**config.mk**
```make
export PLATFORM = sky130hd
export DESIGN_NAME = sig_relay_pipe_flat
export DESIGN_NICKNAME = d
export VERILOG_FILES = /design/src/rtl/sig_relay_pipe_pkg.sv /design/src/rtl/sig_relay_pipe_if.sv /design/src/rtl/sig_relay_pipe_skid_slice.sv /design/src/rtl/sig_relay_pipe.sv /design/src/flat_wrapper.sv
export SDC_FILE = /design/constraint.sdc
export NUM_CORES = 1
export LEC_CHECK = 0
export CORE_MARGIN = 3
export CORE_UTILIZATION = 40
export CTS_CLUSTER_DIAMETER = 150
export DETAILED_ROUTE_END_ITERATION = 10
export GPL_ROUTABILITY_DRIVEN = 0
export PLACE_DENSITY_LB_ADDON = 0.08
export SLEW_MARGIN = 10
export SYNTH_ARGS = -nofsm -noshare
export SYNTH_HDL_FRONTEND = slang
export SYNTH_SLANG_ARGS = --single-unit
export TNS_END_PERCENT = 20
```
**constraint.sdc**
```tcl
create_clock -name clock -period 1.69 [get_ports clock]
set_input_delay 0.169 -clock clock [delete_from_list [all_inputs] [get_ports clock]]
set_output_delay 0.169 -clock clock [all_outputs]
set_load 0.1 [all_outputs]
```
**src/rtl/sig_relay_pipe_pkg.sv**
```systemverilog
// Shared types for the multi-channel signal relay.
package sig_relay_pipe_pkg;

    // Occupancy of one skid slice: nothing, main register only, main plus skid.
    typedef enum logic [1:0] {
        EMPTY = 2'd0,
        FULL  = 2'd1,
        SKID  = 2'd2
    } slice_state_e;

endpackage

```
**src/rtl/sig_relay_pipe_if.sv**
```systemverilog
// Bundled per-channel valid/ready streams for the relay, producer and consumer sides.
interface sig_relay_pipe_if #(
    parameter int CHANNELS = 2,
    parameter int WIDTH    = 1
);
    logic [CHANNELS-1:0]       in_valid;
    logic [CHANNELS-1:0]       in_ready;
    logic [CHANNELS*WIDTH-1:0] in_data;
    logic [CHANNELS-1:0]       out_valid;
    logic [CHANNELS-1:0]       out_ready;
    logic [CHANNELS*WIDTH-1:0] out_data;
    logic [CHANNELS-1:0]       busy;

    // Environment side: drives producer data and consumer ready.
    modport master (
        output in_valid, in_data, out_ready,
        input  in_ready, out_valid, out_data, busy
    );

    // Relay side.
    modport slave (
        input  in_valid, in_data, out_ready,
        output in_ready, out_valid, out_data, busy
    );
endinterface

```
**src/rtl/sig_relay_pipe_skid_slice.sv**
```systemverilog
// One registered skid stage for a single channel.
//
//  state | meaning
//  ------+--------------------------------------------------------------
//  EMPTY | no beat held; main and skid registers free
//  FULL  | one beat in main register, presented downstream
//  SKID  | main presented downstream and stalled, second beat parked in skid
//
// up_ready comes straight from the state register, so no ready path runs
// combinationally through the slice. flush only masks the handshakes for the
// cycle in which everything is being dropped.
module relay_skid_slice
    import sig_relay_pipe_pkg::*;
#(
    parameter int WIDTH = 1
) (
    input  logic             clock,
    input  logic             reset,
    input  logic             flush,
    input  logic             up_valid,
    output logic             up_ready,
    input  logic [WIDTH-1:0] up_data,
    output logic             down_valid,
    input  logic             down_ready,
    output logic [WIDTH-1:0] down_data,
    output logic             main_valid
);

    slice_state_e     state_q;
    slice_state_e     state_d;
    logic [WIDTH-1:0] main_q;
    logic [WIDTH-1:0] skid_q;
    logic             up_xfer;
    logic             down_xfer;

    assign up_xfer   = up_valid & up_ready;
    assign down_xfer = down_valid & down_ready;
    assign down_data = main_q;

    // State register; reset and flush clear identically, reset simply wins when both are set.
    always_ff @(posedge clock) begin
        if (reset || flush) begin
            state_q <= EMPTY;
        end else begin
            state_q <= state_d;
        end
    end

    // Next-state decode from the two handshakes.
    always_comb begin
        state_d = state_q;
        unique case (state_q)
            EMPTY: begin
                if (up_xfer) state_d = FULL;
            end
            FULL: begin
                if (up_xfer && !down_xfer)      state_d = SKID;
                else if (!up_xfer && down_xfer) state_d = EMPTY;
            end
            SKID: begin
                if (down_xfer) state_d = FULL;
            end
            default: state_d = EMPTY;
        endcase
    end

    // Handshake outputs from the registered state, masked while flushing.
    always_comb begin
        main_valid = (state_q != EMPTY);
        up_ready   = (state_q != SKID) && !flush;
        down_valid = (state_q != EMPTY) && !flush;
    end

    // Payload registers: main takes new data or the parked skid beat; skid catches a stalled arrival.
    always_ff @(posedge clock) begin
        if (reset || flush) begin
            main_q <= '0;
            skid_q <= '0;
        end else begin
            if (state_q == SKID) begin
                if (down_xfer) main_q <= skid_q;
            end else if (up_xfer && ((state_q == EMPTY) || down_xfer)) begin
                main_q <= up_data;
            end
            if ((state_q == FULL) && up_xfer && !down_xfer) begin
                skid_q <= up_data;
            end
        end
    end

endmodule

```
**src/rtl/sig_relay_pipe.sv**
```systemverilog
// Multi-channel valid/ready relay: CHANNELS independent streams, each retimed
// through DEPTH skid slices. DEPTH=0 is a plain wire relay with no state.
module sig_relay_pipe
    import sig_relay_pipe_pkg::*;
#(
    parameter int CHANNELS = 2,
    parameter int WIDTH    = 1,
    parameter int DEPTH    = 2
) (
    input  logic             clock,
    input  logic             reset,
    input  logic             flush,
    sig_relay_pipe_if.slave  bus
);

    if (DEPTH == 0) begin : g_bypass
        // clock, reset and flush have no role when there are no slices.
        logic bypass_unused;
        assign bypass_unused = ^{clock, reset, flush};

        assign bus.out_valid = bus.in_valid;
        assign bus.out_data  = bus.in_data;
        assign bus.in_ready  = bus.out_ready;
        assign bus.busy      = '0;
    end else begin : g_pipe
        for (genvar c = 0; c < CHANNELS; c++) begin : g_ch
            logic [DEPTH:0]            vld;
            logic [DEPTH:0]            rdy;
            logic [DEPTH:0][WIDTH-1:0] dat;
            logic [DEPTH-1:0]          occ;

            assign vld[0]                          = bus.in_valid[c];
            assign dat[0]                          = bus.in_data[c*WIDTH +: WIDTH];
            assign bus.in_ready[c]                 = rdy[0];
            assign bus.out_valid[c]                = vld[DEPTH];
            assign bus.out_data[c*WIDTH +: WIDTH]  = dat[DEPTH];
            assign rdy[DEPTH]                      = bus.out_ready[c];
            assign bus.busy[c]                     = |occ;

            for (genvar s = 0; s < DEPTH; s++) begin : g_slice
                relay_skid_slice #(
                    .WIDTH (WIDTH)
                ) u_slice (
                    .clock      (clock),
                    .reset      (reset),
                    .flush      (flush),
                    .up_valid   (vld[s]),
                    .up_ready   (rdy[s]),
                    .up_data    (dat[s]),
                    .down_valid (vld[s+1]),
                    .down_ready (rdy[s+1]),
                    .down_data  (dat[s+1]),
                    .main_valid (occ[s])
                );
            end
        end
    end

endmodule
```
**src/flat_wrapper.sv**
```systemverilog
// flat-port wrapper written by rule: the top's interface ports become plain ports
module sig_relay_pipe_flat import sig_relay_pipe_pkg::*;
#(
    parameter int CHANNELS = 2,
    parameter int WIDTH    = 1,
    parameter int DEPTH    = 2
)
  (clock, reset, flush, bus_in_valid, bus_in_data, bus_out_ready, bus_in_ready, bus_out_valid, bus_out_data, bus_busy);
  sig_relay_pipe_if #(.CHANNELS(CHANNELS), .WIDTH(WIDTH)) bus_i ();
  input  logic clock;
  input  logic reset;
  input  logic flush;
  input wire logic [$bits(bus_i.in_valid)-1:0] bus_in_valid;
  input wire logic [$bits(bus_i.in_data)-1:0] bus_in_data;
  input wire logic [$bits(bus_i.out_ready)-1:0] bus_out_ready;
  output wire logic [$bits(bus_i.in_ready)-1:0] bus_in_ready;
  output wire logic [$bits(bus_i.out_valid)-1:0] bus_out_valid;
  output wire logic [$bits(bus_i.out_data)-1:0] bus_out_data;
  output wire logic [$bits(bus_i.busy)-1:0] bus_busy;
  assign bus_i.in_valid = bus_in_valid;
  assign bus_i.in_data = bus_in_data;
  assign bus_i.out_ready = bus_out_ready;
  assign bus_in_ready = bus_i.in_ready;
  assign bus_out_valid = bus_i.out_valid;
  assign bus_out_data = bus_i.out_data;
  assign bus_busy = bus_i.busy;
  sig_relay_pipe #(.CHANNELS(CHANNELS), .WIDTH(WIDTH), .DEPTH(DEPTH)) u_core (.clock(clock), .reset(reset), .flush(flush), .bus(bus_i));
endmodule
```
==> results.md, run 1 <==
- The sequential fraction of design power is 46.7%.
- The type of the worst setup path is reg -> out.
- The H-tree depth reported by CTS is 1.
- The final wirelength is 2.45 mm.
- The final number of max-transition violations came to 0.
- The maximum number of pins on one net before global-route repair is 10.
- The total of fill cells in the finished design is 211.
- In this run, synthesis produced a sequential element count of 16.
- The number of clock buffers added by TritonCTS is 3.
- The number of antenna violations at the first check in global routing was 0.
- The portion of total power attributed to combinational logic is 21.9%.
- For this design the ratio of total power to cell area is 583 nW/µm².
- Summing the sequential cell areas from Yosys gives 30.7% of the chip area.
- The die covers 3260 µm².
- The remaining number of nets flagged by the antenna check after routing is 0.
- For the pin with the worst max-slew slack, the measured transition is about 0.34 ns.
- For this run, the detailed router's first-pass iteration total came to 4.
- The combined area of all synthesized cells is 1040 µm².
- The number of DRC markers after the initial detailed-route iteration is 16.
- The internal portion of the total power is 596 µW.
- The worst path meets setup with 0.106 ns of slack.
- The number of global-route vias before repair is ~960.
- The global routing met3 resource utilization is 4.30%.
- In the synthesized netlist, the number of instances is 130.
- On the final layout, the worst clock skew is 0.00629 ns.
- The warning count from the yosys run is 0.
- The core region area is 2340 µm².
- For this configuration, the core starts out at a cell density of 44.7%.
- The cell sitting at the root of the clock tree is a sky130_fd_sc_hd__clkbuf_4.
- Each instance of the synthesized netlist takes up on average 8.04 µm².
- The reported max-cap violation count is 0.
- In this run the count of I/O pins placed on the die edge is 17.
- met2 is the most crowded layer.
- The fraction of power consumed by the clock network is 31.3%.
- The final design utilization is about 61%.
- The wire length of the first global-routing pass is between 4 and 5 mm.
- The power spent charging and discharging nets is 234 µW.
- Setup violations remaining at the end of the flow were counted as 0.
- Counting every net in the synthesized netlist gives approximately 140.
- Summed over all layers, the global routing overflow is 0.
- The minimum clock period after layout is between 1.5 and 2 ns.
- The repair_antennas step left the layout with diodes totalling 0.
- In this run the tightest slew margin relative to its limit is 77.0%.
- The detailed-route vias per instance is about 5.2.
- The maximum VDD drop is between 0.5 and 0.6 mV.
- Derived from the worst setup path, the maximum achievable clock frequency is 631 MHz.
- The count of clock tree sinks is 16.
- The post-route netlist has 28.3% of its cells at a drive strength greater than 1.
- The placement-stage worst setup slack is -0.188 ns.
- For the worst-skew pair, the clock arrives at the later sink with an insertion delay of between 0.2 and 0.3 ns.
- Input and output buffers added on the ports amount to 16.
- For the worst setup path, the data required time is 1.52 ns.
- The global routing usage on met1 is 24.7%.
- The maximum fanout encountered on the critical timing path is 6.
- The number of hold violations in the final report is 0.
- In this run switching power makes up 28.2% of total power.
- The die is around 57 µm tall.
- In the final routed layout, each cell accounts on average for 13.1 µm.
- The routed via count is 976.
- STA puts the critical path data arrival time at 1.41 ns.
- Setup repair after global routing left no endpoint under its margin.
- For this design the static power due to leakage is 0.000600 µW.
- The min-delay analysis places its worst path in the category in -> reg.
- The area growth from synthesis to layout is 36.2%.
- Global routing consumed, on the met2 layer, 24.8% of the routing resources.
- In this run, distinct cell masters in the synthesized netlist total 35.
- The HPWL after detailed placement is 1.90 mm.
- STA classifies the critical path startpoint as a flip-flop.
- The global-route total usage across every layer is 16.9%.
- No sink is reached through more buffers than the 2 on the longest clock path.
- The run finished with clean final reports.
- TritonCTS built the clock tree.
- STA classifies the critical path endpoint as an output pin.
- The number of placement rows is 17.
- The horizontal die dimension is 57.1 µm.
- The residual DRC count is 0.
- The clock-pin slew on the worst setup and hold paths is 0.10 ns.
- The final net count is roughly 170.
- The post-route fraction of the period consumed by the critical path is 93.7%.
==> cells by family after synthesis <==
| family | Yosys count | synth area share [%] |
|---|---|---|
| buffers and inverters | 15 | 8.74 |
| flip-flops | 16 | 30.7 |
| AND/OR/NAND/NOR | 62 | 34.3 |
| adder cells (fa/ha/maj) | 4 | 4.79 |
| multiplexers | 5 | 4.79 |
| AO/OA/AOI/OAI | 28 | 16.8 |
==> Yosys cell counts <==
master | count | area, µm²
sky130_fd_sc_hd__nor2_1 | 20 | 75.1
sky130_fd_sc_hd__dfxtp_1 | 16 | 320
sky130_fd_sc_hd__nand2_1 | 13 | 48.8
sky130_fd_sc_hd__a21oi_1 | 10 | 50.1
sky130_fd_sc_hd__buf_4 | 6 | 45.0
sky130_fd_sc_hd__nand2b_1 | 6 | 37.5
sky130_fd_sc_hd__nor3b_1 | 6 | 45.0
sky130_fd_sc_hd__o21ai_0 | 6 | 30.0
sky130_fd_sc_hd__mux2i_1 | 5 | 50.1
sky130_fd_sc_hd__ha_1 | 4 | 50.1
sky130_fd_sc_hd__inv_1 | 4 | 15.0
sky130_fd_sc_hd__nor2b_1 | 4 | 25.0
sky130_fd_sc_hd__buf_2 | 3 | 15.0
sky130_fd_sc_hd__o22ai_1 | 3 | 18.8
sky130_fd_sc_hd__a211oi_1 | 2 | 15.0
sky130_fd_sc_hd__a221oi_1 | 2 | 17.5
sky130_fd_sc_hd__a2bb2oi_1 | 2 | 17.5
sky130_fd_sc_hd__a221o_1 | 1 | 10.0
sky130_fd_sc_hd__and2b_1 | 1 | 7.51
sky130_fd_sc_hd__buf_6 | 1 | 11.3
sky130_fd_sc_hd__clkbuf_2 | 1 | 5.00
sky130_fd_sc_hd__nand3b_1 | 1 | 7.51
sky130_fd_sc_hd__nand4_1 | 1 | 6.26
sky130_fd_sc_hd__nand4b_1 | 1 | 8.76
sky130_fd_sc_hd__nand4bb_1 | 1 | 11.3
sky130_fd_sc_hd__nor2_2 | 1 | 6.26
sky130_fd_sc_hd__nor2b_2 | 1 | 8.76
sky130_fd_sc_hd__nor2b_4 | 1 | 13.8
sky130_fd_sc_hd__nor4_2 | 1 | 12.5
sky130_fd_sc_hd__nor4_4 | 1 | 21.3
sky130_fd_sc_hd__nor4bb_1 | 1 | 10.0
sky130_fd_sc_hd__o211ai_1 | 1 | 7.51
sky130_fd_sc_hd__o21ai_2 | 1 | 8.76
sky130_fd_sc_hd__or2_1 | 1 | 6.26
sky130_fd_sc_hd__or2_2 | 1 | 6.26
==> registers in the layout, indices dropped and copies added, names as in the netlist <==
name,flops
u_core.g_pipe.g_ch.g_slice.u_slice.state_q,8
u_core.g_pipe.g_ch.g_slice.u_slice.down_data,4
u_core.g_pipe.g_ch.g_slice.u_slice.skid_q,4
==> per-layer routing <==
metal	routed length, µm	vias up
met1	1260	455
met4	26	0
li1	-	506
met5	0	-
met3	85	4
met2	1070	11
==> power groups by stage <==
stage               sequential [µW]  clock [µW]  combinational [µW]
floorplan                       395           0                 104
global placement                396           0                 178
detailed placement              396           0                 179
CTS                             387         267                 180
global route                    389         285                 195
finish                          388         260                 182
==> worst paths after layout <==
kind                   from              end  slack [ns]  cells after the start
setup / recovery  flip-flop  bus_in_ready[1]        0.11                      4
hold / removal        flush        flip-flop        0.37                      4
setup reg to reg  flip-flop        flip-flop        0.17                      7
hold reg to reg   flip-flop        flip-flop        0.48                      2
==> critical path: stages (launching register included) <==
cell                      delay, ns
sky130_fd_sc_hd__dfxtp_1       0.38
sky130_fd_sc_hd__and2b_1       0.20
sky130_fd_sc_hd__buf_4         0.15
sky130_fd_sc_hd__nor2_1        0.18
sky130_fd_sc_hd__buf_12        0.21
==> cell usage in the layout, fill, tap and decap left out, types with 2 or more instances in the layout <==
cell,Yosys,layout
sky130_fd_sc_hd__nor2b_1,4,3
sky130_fd_sc_hd__a211oi_1,2,2
sky130_fd_sc_hd__a2bb2oi_1,2,2
sky130_fd_sc_hd__ha_1,4,4
sky130_fd_sc_hd__nand2b_1,6,6
sky130_fd_sc_hd__clkdlybuf4s50_1,0,7
sky130_fd_sc_hd__nor2b_2,1,2
sky130_fd_sc_hd__inv_1,4,4
sky130_fd_sc_hd__buf_4,6,22
sky130_fd_sc_hd__a221oi_1,2,2
sky130_fd_sc_hd__nor2_1,20,19
sky130_fd_sc_hd__a21oi_1,10,10
sky130_fd_sc_hd__nor3b_1,6,6
sky130_fd_sc_hd__mux2i_1,5,5
sky130_fd_sc_hd__nor2_2,1,2
sky130_fd_sc_hd__dfxtp_1,16,14
sky130_fd_sc_hd__dfxtp_2,0,2
sky130_fd_sc_hd__buf_12,0,6
sky130_fd_sc_hd__o21ai_2,1,3
sky130_fd_sc_hd__o21ai_0,6,4
sky130_fd_sc_hd__nand2_1,13,13
sky130_fd_sc_hd__clkbuf_4,0,3
sky130_fd_sc_hd__o22ai_1,3,3
==> through the flow <==
stage	total power, µW	area [µm²]	hold slack (ns)	setup TNS (ns)	instances
global placement	574	1370	0.458	-0.920	183
finish	830	1420	0.366	0	187
global route	869	1420	0.423	0	187
detailed placement	575	1370	0.470	-1.06	183
CTS	835	1410	0.484	0	187
floorplan	499	1040	0.313	0	130
==> final cells by class <==
cell class	instances	area, µm²	area share, %
Clock buffer	4	36.3	2.55
Inverter	4	15.0	1.06
Multi-Input combinational cell	99	646	45.4
Sequential cell	16	323	22.7
Tap cell	28	35.0	2.46
Timing Repair Buffer	36	368	25.9
==> what timing repair did <==
item / CTS / global route
gates resized for setup: 0 / 9
setup buffers: 0 / 0
endpoints found under the setup margin: 0 / 7
hold buffers: 0 / 0
Note: power is estimated with default switching activity, not from simulation.
==> run 2: changes to the inputs <==
==> constraint.sdc (replaced) <==
create_clock -name clock -period 1.6 [get_ports clock]
set_input_delay 0.16 -clock clock [delete_from_list [all_inputs] [get_ports clock]]
set_output_delay 0.16 -clock clock [all_outputs]
set_load 0.1 [all_outputs]
==> results.md, run 2 (synthesis results as in run 1) <==
- The number of flip-flops in the largest register came to 8 (unchanged).
- The maximum number of pins on one net before global-route repair was 9 (was 10).
- The TritonCTS buffer count is 3 (unchanged).
- The switching share of power is 29.2% (was 28.2%).
- The final number of max-transition violations was 0 (unchanged).
- The fraction of power consumed by the clock network was 26.0% (was 31.3%).
- The number of optimization iterations in the first detailed-route pass is 4 (unchanged).
- The post-route fraction of the period consumed by the critical path is 94.9%.
- The number of hold violations in the final report is 0 (unchanged).
- The hold-fix buffer count after cts was 0 (unchanged).
- The total power divided by cell area is 548 nW/µm² (was 583 nW/µm²).
- RSZ-0062 raised after global routing: no (unchanged).
- The commonest non-fill, non-tap cell in the layout is sky130_fd_sc_hd__buf_4 (unchanged).
- The number of global-route vias before repair is 1030 (was 959).
- The number of instances in the placed design is 185 (was 183).
- The maximum root-to-sink buffer count came to 2 (unchanged).
- The clock root buffer master is sky130_fd_sc_hd__clkbuf_4 (unchanged).
- The sequential fraction of design power is 49.5% (was 46.7%).
- The global-route total usage across every layer is 16.5% (was 16.9%).
- The area growth from synthesis to layout came to 43.8% (was 36.2%).
- The setup skew after layout is 0.00103 ns (was 0.00629 ns).
- The endpoint type of the worst setup path is an output pin (unchanged).
- The number of placement rows came to 17 (unchanged).
- The worst path arrival time came to 1.36 ns (was 1.41 ns).
- The final wirelength was 2.53 mm (was 2.45 mm).
- The HPWL after detailed placement is 1.97 mm (was 1.90 mm).
- The remaining number of nets flagged by the antenna check after routing is 0 (unchanged).
- The number of cells in the finished layout apart from fillers was 188 (was 187).
- The total of fill cells in the finished design was 199 (was 211).
- The remaining global-route overflow came to 0 (unchanged).
- The power spent charging and discharging nets is 241 µW (was 234 µW).
- The count of boundary I/O pins is 17 (unchanged).
- The floorplan die height came to 57.1 µm (unchanged).
- The relative max-transition margin is 81.7% (was 77.0%).
- The portion of total power attributed to combinational logic was 24.4% (was 21.9%).
- The average wire length per cell after detail routing is 13.5 µm (was 13.1 µm).
- The effective utilization at floorplan is 44.7% (unchanged).
- Status: finished, final reports clean (unchanged).
- The final net count came to 175 (was 173).
- The detailed-route vias per instance came to 5.37 (was 5.22).
- The routed via count is 1009 (was 976).
- The register bank with the most flops is u_core.g_pipe.g_ch.g_slice.u_slice.state_q (unchanged).
- The clock-pin slew on the worst setup and hold paths is 0.09 ns (was 0.10 ns).
- The cell-internal power is 583 µW (was 596 µW).
- The wire length of the first global-routing pass is 4.33 mm (was 4.34 mm).
- The static leakage is 0.000607 µW (was 0.000600 µW).
- The number of DRC markers after the initial detailed-route iteration came to 23 (was 16).
- The H-tree depth reported by CTS is 1 (unchanged).
- The minimum clock period after layout is 1.52 ns.
- The maximum fanout encountered on the critical timing path is 6 (unchanged).
- Commonest cells after routing, fill and taps aside: sky130_fd_sc_hd__buf_4 (22), sky130_fd_sc_hd__nor2_1 (18), sky130_fd_sc_hd__nand2_1 (13) (was sky130_fd_sc_hd__buf_4 (22), sky130_fd_sc_hd__nor2_1 (19), sky130_fd_sc_hd__dfxtp_1 (14)).
- The fraction of final layout cells sized beyond drive strength 1 was 35.0% (was 28.3%).
- The count of clock tree sinks is 16 (unchanged).
- The top achievable clock speed is roughly 660 MHz.
- The total non-filler cell area in the finished layout is 1500 µm² (was 1420 µm²).
- The type of the worst setup path is reg -> out (unchanged).
- The antenna diode count is 0 (unchanged).
- The maximum VDD drop is 0.663 mV (was 0.514 mV).
- The TritonCTS clock tree is built (unchanged).
- The number of endpoints failing setup at the final stage is 0 (unchanged).
- The cell area after placement came to 1410 µm² (was 1370 µm²).
- The transition time at the pin with the least slew margin is 0.273 ns (was 0.344 ns).
- The clock latency of the later-clocked register in the worst-skew pair is 0.28 ns (was 0.29 ns).
- The category of the worst setup path launch point is a flip-flop (unchanged).
- The port buffer count is 16 (unchanged).
- The sum of internal, switching and leakage power is 823 µW (was 830 µW).
- The core region area is 2340 µm² (unchanged).
- The number of antenna violations at the first check in global routing came to 0 (unchanged).
- The residual DRC count is 0 (unchanged).
- The reported max-cap violation count is 0 (unchanged).
- The class of the tightest hold or removal check was reg -> reg (was in -> reg).
- The horizontal die dimension was 57.1 µm (unchanged).
- The worst hold slack came to 0.486 ns (was 0.366 ns).
- The die area was 3260 µm² (unchanged).
- The data required time of the worst path is 1.44 ns (was 1.52 ns).
- The final worst slack is 0.0821 ns (was 0.106 ns).
- The placement-stage worst setup slack is -0.324 ns (was -0.188 ns).
## run 2: stage by stage
step                TNS [ns]  utilization (%)
floorplan                  0                -
global placement       -1.77             60.2
detailed placement     -2.03             60.2
CTS                        0             61.4
global route               0             64.2
finish                     0             64.2
## run 2: layout make-up
type	count	area, µm²	area share (%)
multi-input combinational	99	698	46.5
timing repair buffer	38	404	26.9
sequential	16	328	21.8
tap	28	35.0	2.33
clock buffer	3	22.5	1.50
inverter	4	15.0	0.999
## run 2: final timing paths
kind	startpoint	to	slack, ns	depth (start not counted)
worst min-delay path	flip-flop	flip-flop	0.49	2
worst min register to register	flip-flop	flip-flop	0.49	2
worst max register to register	flip-flop	flip-flop	0.12	6
worst max-delay path	flip-flop	bus_busy[0]	0.08	4
## run 2: power by group through the flow
stage / Combinational, µW / Clock, µW / Sequential [µW]
final: 201 / 214 / 408
after global routing: 215 / 240 / 409
after CTS: 195 / 225 / 408
after detailed placement: 195 / 0 / 417
after global placement: 192 / 0 / 417
after floorplan: 110 / 0 / 417
## run 2: what timing repair did
action,4_1_cts,5_1_grt
pin swaps,0,0
endpoints found under the setup margin,4,9
endpoints found under the hold margin,0,0
setup buffers,0,0
gates resized for setup,4,17
## run 2: metal layers
metal | GRT usage (%) | vias to the layer above | part of all wire, %
li1 | - | 511 | -
met1 | 22.1 | 468 | 47
met2 | 26.1 | 28 | 46
met3 | 5.20 | 2 | 5.9
met4 | 3.31 | 0 | 0.55
met5 | 0 | - | 0
## run 2: worst max-delay path, cell delays in order (launching register included)
cell	delay (ns)
sky130_fd_sc_hd__dfxtp_1	0.36
sky130_fd_sc_hd__buf_4	0.17
sky130_fd_sc_hd__nor2_2	0.21
sky130_fd_sc_hd__nand2_1	0.14
sky130_fd_sc_hd__buf_12	0.19
